File: src/rtl/very_simple_cpu.sv
// Multi-cycle memory-to-memory CPU: every operand lives in RAM, one access per cycle.
// Define VSCPU_INTERRUPT_EN to build the single-level, non-nesting interrupt controller.
module very_simple_cpu #(
  parameter int ISR_VEC_ADDR = 20,
  parameter int RET_ADDR     = 21
) (
  input  logic        clk,
  input  logic        rst,
  input  logic        interrupt,
  input  logic [31:0] data_fromRAM,
  output logic        wrEn,
  output logic [13:0] addr_toRAM,
  output logic [31:0] data_toRAM
);

  localparam logic [2:0] OP_ADD  = 3'd0;
  localparam logic [2:0] OP_NAND = 3'd1;
  localparam logic [2:0] OP_SRL  = 3'd2;
  localparam logic [2:0] OP_LT   = 3'd3;
  localparam logic [2:0] OP_CP   = 3'd4;
  localparam logic [2:0] OP_CPI  = 3'd5;
  localparam logic [2:0] OP_BZJ  = 3'd6;
  localparam logic [2:0] OP_MUL  = 3'd7;

`ifdef VSCPU_INTERRUPT_EN
  typedef enum logic [2:0] {
    S_FETCH, S_LOADA, S_LOADB, S_INDIR, S_EXEC, S_INT_SAVE, S_INT_VEC, S_INT_JMP
  } state_t;

  localparam logic [13:0] RET_A = 14'(RET_ADDR);
  localparam logic [13:0] VEC_A = 14'(ISR_VEC_ADDR);

  logic pending_q, pending_d;
  logic in_isr_q, in_isr_d;
`else
  typedef enum logic [2:0] {
    S_FETCH, S_LOADA, S_LOADB, S_INDIR, S_EXEC
  } state_t;

  localparam int unused_params = ISR_VEC_ADDR + RET_ADDR;
  logic unused_interrupt;
  assign unused_interrupt = interrupt;
`endif

  state_t      state_q, state_d;
  logic [13:0] pc_q, pc_d;
  logic [31:0] iw_q, iw_d;
  logic [31:0] ra_q, ra_d;
  logic [31:0] rb_q, rb_d;

  logic [2:0]  opc;
  logic        imm;
  logic [13:0] a_fld;
  logic [13:0] b_fld;
  logic [31:0] opnd;
  logic [31:0] alu_res;

  assign opc   = iw_q[31:29];
  assign imm   = iw_q[28];
  assign a_fld = iw_q[27:14];
  assign b_fld = iw_q[13:0];
  // In EXEC the RAM returns m[B], addressed during LOADB.
  assign opnd  = imm ? {18'd0, b_fld} : data_fromRAM;

  always_comb begin
    alu_res = '0;
    case (opc)
      OP_ADD:  alu_res = ra_q + opnd;
      OP_NAND: alu_res = ~(ra_q & opnd);
      OP_SRL:  alu_res = (opnd < 32'd32) ? (ra_q >> opnd) : (ra_q << (opnd - 32'd32));
      OP_LT:   alu_res = {31'd0, (ra_q < opnd)};
      OP_CP:   alu_res = opnd;
      OP_MUL:  alu_res = ra_q * opnd;
      default: alu_res = '0;
    endcase
  end

  always_comb begin
    state_d    = state_q;
    pc_d       = pc_q;
    iw_d       = iw_q;
    ra_d       = ra_q;
    rb_d       = rb_q;
    wrEn       = 1'b0;
    addr_toRAM = '0;
    data_toRAM = '0;
`ifdef VSCPU_INTERRUPT_EN
    pending_d  = pending_q | interrupt;
    in_isr_d   = in_isr_q;
`endif
    case (state_q)
      S_FETCH: begin
        addr_toRAM = pc_q;
        state_d    = S_LOADA;
      end
      S_LOADA: begin
        iw_d       = data_fromRAM;
        addr_toRAM = data_fromRAM[27:14];
        state_d    = S_LOADB;
      end
      S_LOADB: begin
        ra_d       = data_fromRAM;
        addr_toRAM = b_fld;
        state_d    = (opc == OP_CPI) ? S_INDIR : S_EXEC;
      end
      S_INDIR: begin
        // CPI follows the pointer just read from m[B]; CPIi parks on the target m[A].
        rb_d       = data_fromRAM;
        addr_toRAM = imm ? ra_q[13:0] : data_fromRAM[13:0];
        state_d    = S_EXEC;
      end
      S_EXEC: begin
        pc_d    = pc_q + 14'd1;
        state_d = S_FETCH;
        if (!((opc == OP_CPI) && imm)) begin
          rb_d = data_fromRAM;
        end
        case (opc)
          OP_BZJ: begin
            if (imm) begin
              pc_d = ra_q[13:0] + b_fld;
            end else if (data_fromRAM == '0) begin
              pc_d = ra_q[13:0];
            end
`ifdef VSCPU_INTERRUPT_EN
            in_isr_d = 1'b0;
`endif
          end
          OP_CPI: begin
            wrEn = 1'b1;
            if (imm) begin
              addr_toRAM = ra_q[13:0];
              data_toRAM = rb_q;
            end else begin
              addr_toRAM = a_fld;
              data_toRAM = data_fromRAM;
            end
          end
          default: begin
            wrEn       = 1'b1;
            addr_toRAM = a_fld;
            data_toRAM = alu_res;
          end
        endcase
`ifdef VSCPU_INTERRUPT_EN
        // Only instruction boundaries are interruptible; a returning BZJ re-opens the gate.
        if (pending_q && !in_isr_d) begin
          state_d = S_INT_SAVE;
        end
`endif
      end
`ifdef VSCPU_INTERRUPT_EN
      S_INT_SAVE: begin
        wrEn       = 1'b1;
        addr_toRAM = RET_A;
        data_toRAM = {18'd0, pc_q};
        state_d    = S_INT_VEC;
      end
      S_INT_VEC: begin
        addr_toRAM = VEC_A;
        state_d    = S_INT_JMP;
      end
      S_INT_JMP: begin
        pc_d      = data_fromRAM[13:0];
        in_isr_d  = 1'b1;
        pending_d = interrupt;
        state_d   = S_FETCH;
      end
`endif
      default: state_d = S_FETCH;
    endcase
  end

  always_ff @(posedge clk) begin
    if (rst) begin
      state_q   <= S_FETCH;
      pc_q      <= '0;
      iw_q      <= '0;
      ra_q      <= '0;
      rb_q      <= '0;
`ifdef VSCPU_INTERRUPT_EN
      pending_q <= 1'b0;
      in_isr_q  <= 1'b0;
`endif
    end else begin
      state_q   <= state_d;
      pc_q      <= pc_d;
      iw_q      <= iw_d;
      ra_q      <= ra_d;
      rb_q      <= rb_d;
`ifdef VSCPU_INTERRUPT_EN
      pending_q <= pending_d;
      in_isr_q  <= in_isr_d;
`endif
    end
  end

endmodule

File: config.mk
export PLATFORM = sky130hd
export DESIGN_NAME = very_simple_cpu
export DESIGN_NICKNAME = d
export VERILOG_FILES = /design/src/rtl/very_simple_cpu.sv
export SDC_FILE = /design/constraint.sdc
export NUM_CORES = 2
export LEC_CHECK = 0
export ABC_CLOCK_PERIOD_IN_PS = 25300
export CAP_MARGIN = 15
export CORE_MARGIN = 2
export CORE_UTILIZATION = 44
export DETAILED_ROUTE_END_ITERATION = 10
export PLACE_DENSITY_LB_ADDON = 0.12
export REMOVE_ABC_BUFFERS = 1
export SYNTH_ARGS = -nofsm -noshare
export SYNTH_HDL_FRONTEND = slang
export SYNTH_SLANG_ARGS = --single-unit
File: constraint.sdc
create_clock -name clk -period 25.3 [get_ports clk]
set_input_delay 7.59 -clock clk [delete_from_list [all_inputs] [get_ports clk]]
set_output_delay 7.59 -clock clk [all_outputs]
set_load 0.03 [all_outputs]
==> metrics.cfg <==
[run_status]
outcome=finished clean

[timing]
hold_viol=0
post-route-min-period_ns=24.41
holdWs_ns=0.450
slew_violations=0
finalSetupViolCount=0
rsz0062_at_grt=false
maxSlewHeadroom_pct=19.1
tns_ns=0
fin_worst_skew_ns=0.00752
period_share_pct=96.5
worstMarginPinSlew_ns=1.21
fmax_mhz=41.0

[setup_path]
critPathMaxFanout=8
worstPathArrival_ns=16.82
path_common_cell=fa_1
cpMaxStageDelayCell=fa_1
required_ns=17.71
setup.worst_path.start_class=input pin
max_stage_delay_ns=0.57
path_class=in -> out
cp-end-kind=output port

[logic_synthesis]
synth.distinct_cells=87
syn_inst=3860
synth_area_leader_cell=fa_1
ys.flop_type=dfxtp_1
avgSynthCellArea_um2=7.74
synth_area_leaders=fa_1, ha_1, nand2_1, dfxtp_1, inv_1
async_reset_ff_share_pct=0
synth-edff-count=0
seq_area_frac_synth_pct=7.58
ys_seq_elements=113
synth_warnings=0
synthDominantCellAreaShare_pct=27.5
synth_area_um2=29900

[clocking]
cts_made_buffers=17
cts_tree=yes
postCtsResizedCells=0
htreeDepth=4
root_buffer=clkbuf_16
clk_pin_slew_worst_paths_ns=0.05
cts_setup_buffers=0
clk_path_buf_depth=2
clock_latency_ns=0.44
ctsHoldBuffers=0
clock_sinks=113

[floorplan]
ioPinCount=82
die_w_um=265
rows=95
start_util_pct=44.5
core_area_um2=67200
die_h_um=265
dieArea_um2=70000

[cells_and_area]
finalInstanceArea_um2=32400
layout-drive-gt1-share_pct=6.45
fin_util_pct=48.3
synthToLayoutAreaGrowth_pct=8.52
final_nets=4458
diodes=0

[global_route]
grt_antenna_before_repair=4
grt_pass1_wl_um=185000
first_global_vias=28169
grt_max_degree=73
grt.total_usage_pct=35.4
overflow=0

[flow_run]
drv_cap=0

[route]
drt-pass1-iter-count=6
num_vias=28329
post-route-drc-count=0
antenna_left=0
wl_per_cell_um=26.2
drt_iter0_markers=3214
routed_wirelength_um=123000
avgViaCountPerCell=6.04

[pwr]
p_leak_nw=14.5
ir_worst_vdd_mv=0.0468
finalPower_mw=1.12
power.density_nw_per_um2=34.7

[place]
place_area_um2=31700
port_buffers=80
dpl.hpwl_um=91100
globalplace.congestion=1.01

[worst_hold_path]
hp-class=reg -> reg

[flip-flops by register name (all words and copies together), names as in the netlist]
name / count
iw_q: 32
pc_q: 14
ra_q: 32
rb_q: 32
state_q: 3
[metrics by stage]
step | cells | setup WS, ns
after floorplan | 3581 | -1.02
after global routing | 4687 | 0.495
after CTS | 4686 | 0.991
after global placement | 4654 | 1.02
final | 4687 | 0.887
after detailed placement | 4654 | 1.02
[per-layer routing]
| layer | vias to the layer above | routed length, um | GRT usage [%] |
|---|---|---|---|
| li1 | 12553 | - | - |
| met2 | 1432 | 54200 | 55.0 |
| met3 | 286 | 11200 | 5.16 |
| met4 | 0 | 5870 | 14.4 |
| met5 | - | 0 | 0 |
| met1 | 14058 | 51700 | 49.5 |
[worst max-delay path: cells and delay by family]
family	cells	cell delay (ns)
xor+xnor	1	0.29
fa+ha+maj	10	4.68
buf+inv	8	1.76
simple gates	4	0.65
compound gates	7	1.85
[where the power goes]
part           total [mW]  internal [mW]  switching [mW]
clock network       0.279          0.187          0.0914
registers           0.208          0.187          0.0206
logic               0.637          0.225           0.412
total                1.12          0.600           0.524
[cell type report]
class	instances	area [um^2]
Sequential cell	113	2280
Tap cell	873	1090
Inverter	451	1690
Clock buffer	23	498
Multi-Input combinational cell	3017	24800
Fill cell	6794	34800
Clock inverter	9	175
Timing Repair Buffer	201	1820
[cells in the mapped netlist, drive strengths merged (14+ instances only)]
cell      n
mux2i   111
nand3b   17
clkbuf  234
ha      212
o21bai   15
or3      18
a22o     17
and2    265
a21oi   303
buf      45
a21o     28
xor2     32
nor2b    27
and3     22
a21boi   15
nand2   606
a211oi   23
nor3     44
a22oi    17
nor4     17
dfxtp   113
inv     448
nor2    233
o21ai   188
o22ai    15
a41oi    18
nand3    36
o21a     21
xnor2    85
fa      410
o211ai   19
a31oi    20
a221oi   14
[path summary, 6_finish.rpt]
path               startpoint              to  slack, ns  cells past startpoint
max          data_fromRAM[11]  data_toRAM[31]       0.89                     30
min                  rb_q[31]        rb_q[31]       0.45                      2
max reg2reg           ra_q[0]        pc_q[10]      21.63                     14
min reg2reg          rb_q[31]        rb_q[31]       0.45                      2
[cell families after synthesis]
family,after synthesis,synth area share (%)
AND/OR/NAND/NOR,1333,21.0
AO/OA/AOI/OAI,813,17.0
buffers and inverters,730,9.39
adder cells (fa/ha/maj),622,36.4
multiplexers,128,4.89
XOR/XNOR,121,3.73
flip-flops,113,7.58
[placed cells by master, fill, tap and decap left out, drive strengths merged, types with 18 or more instances in the layout]
cell / n
nand2: 606
inv: 448
fa: 410
a21oi: 303
and2: 265
nor2: 233
ha: 212
o21ai: 188
buf: 137
dfxtp: 113
mux2i: 111
xnor2: 85
clkdlybuf4s50: 64
nor3: 44
nand3: 36
xor2: 32
a21o: 28
nor2b: 27
a211oi: 23
clkbuf: 23
and3: 22
o21a: 21
a31oi: 20
o211ai: 19
a41oi: 18
or3: 18
No activity file was read; power rests on OpenSTA's default activity.
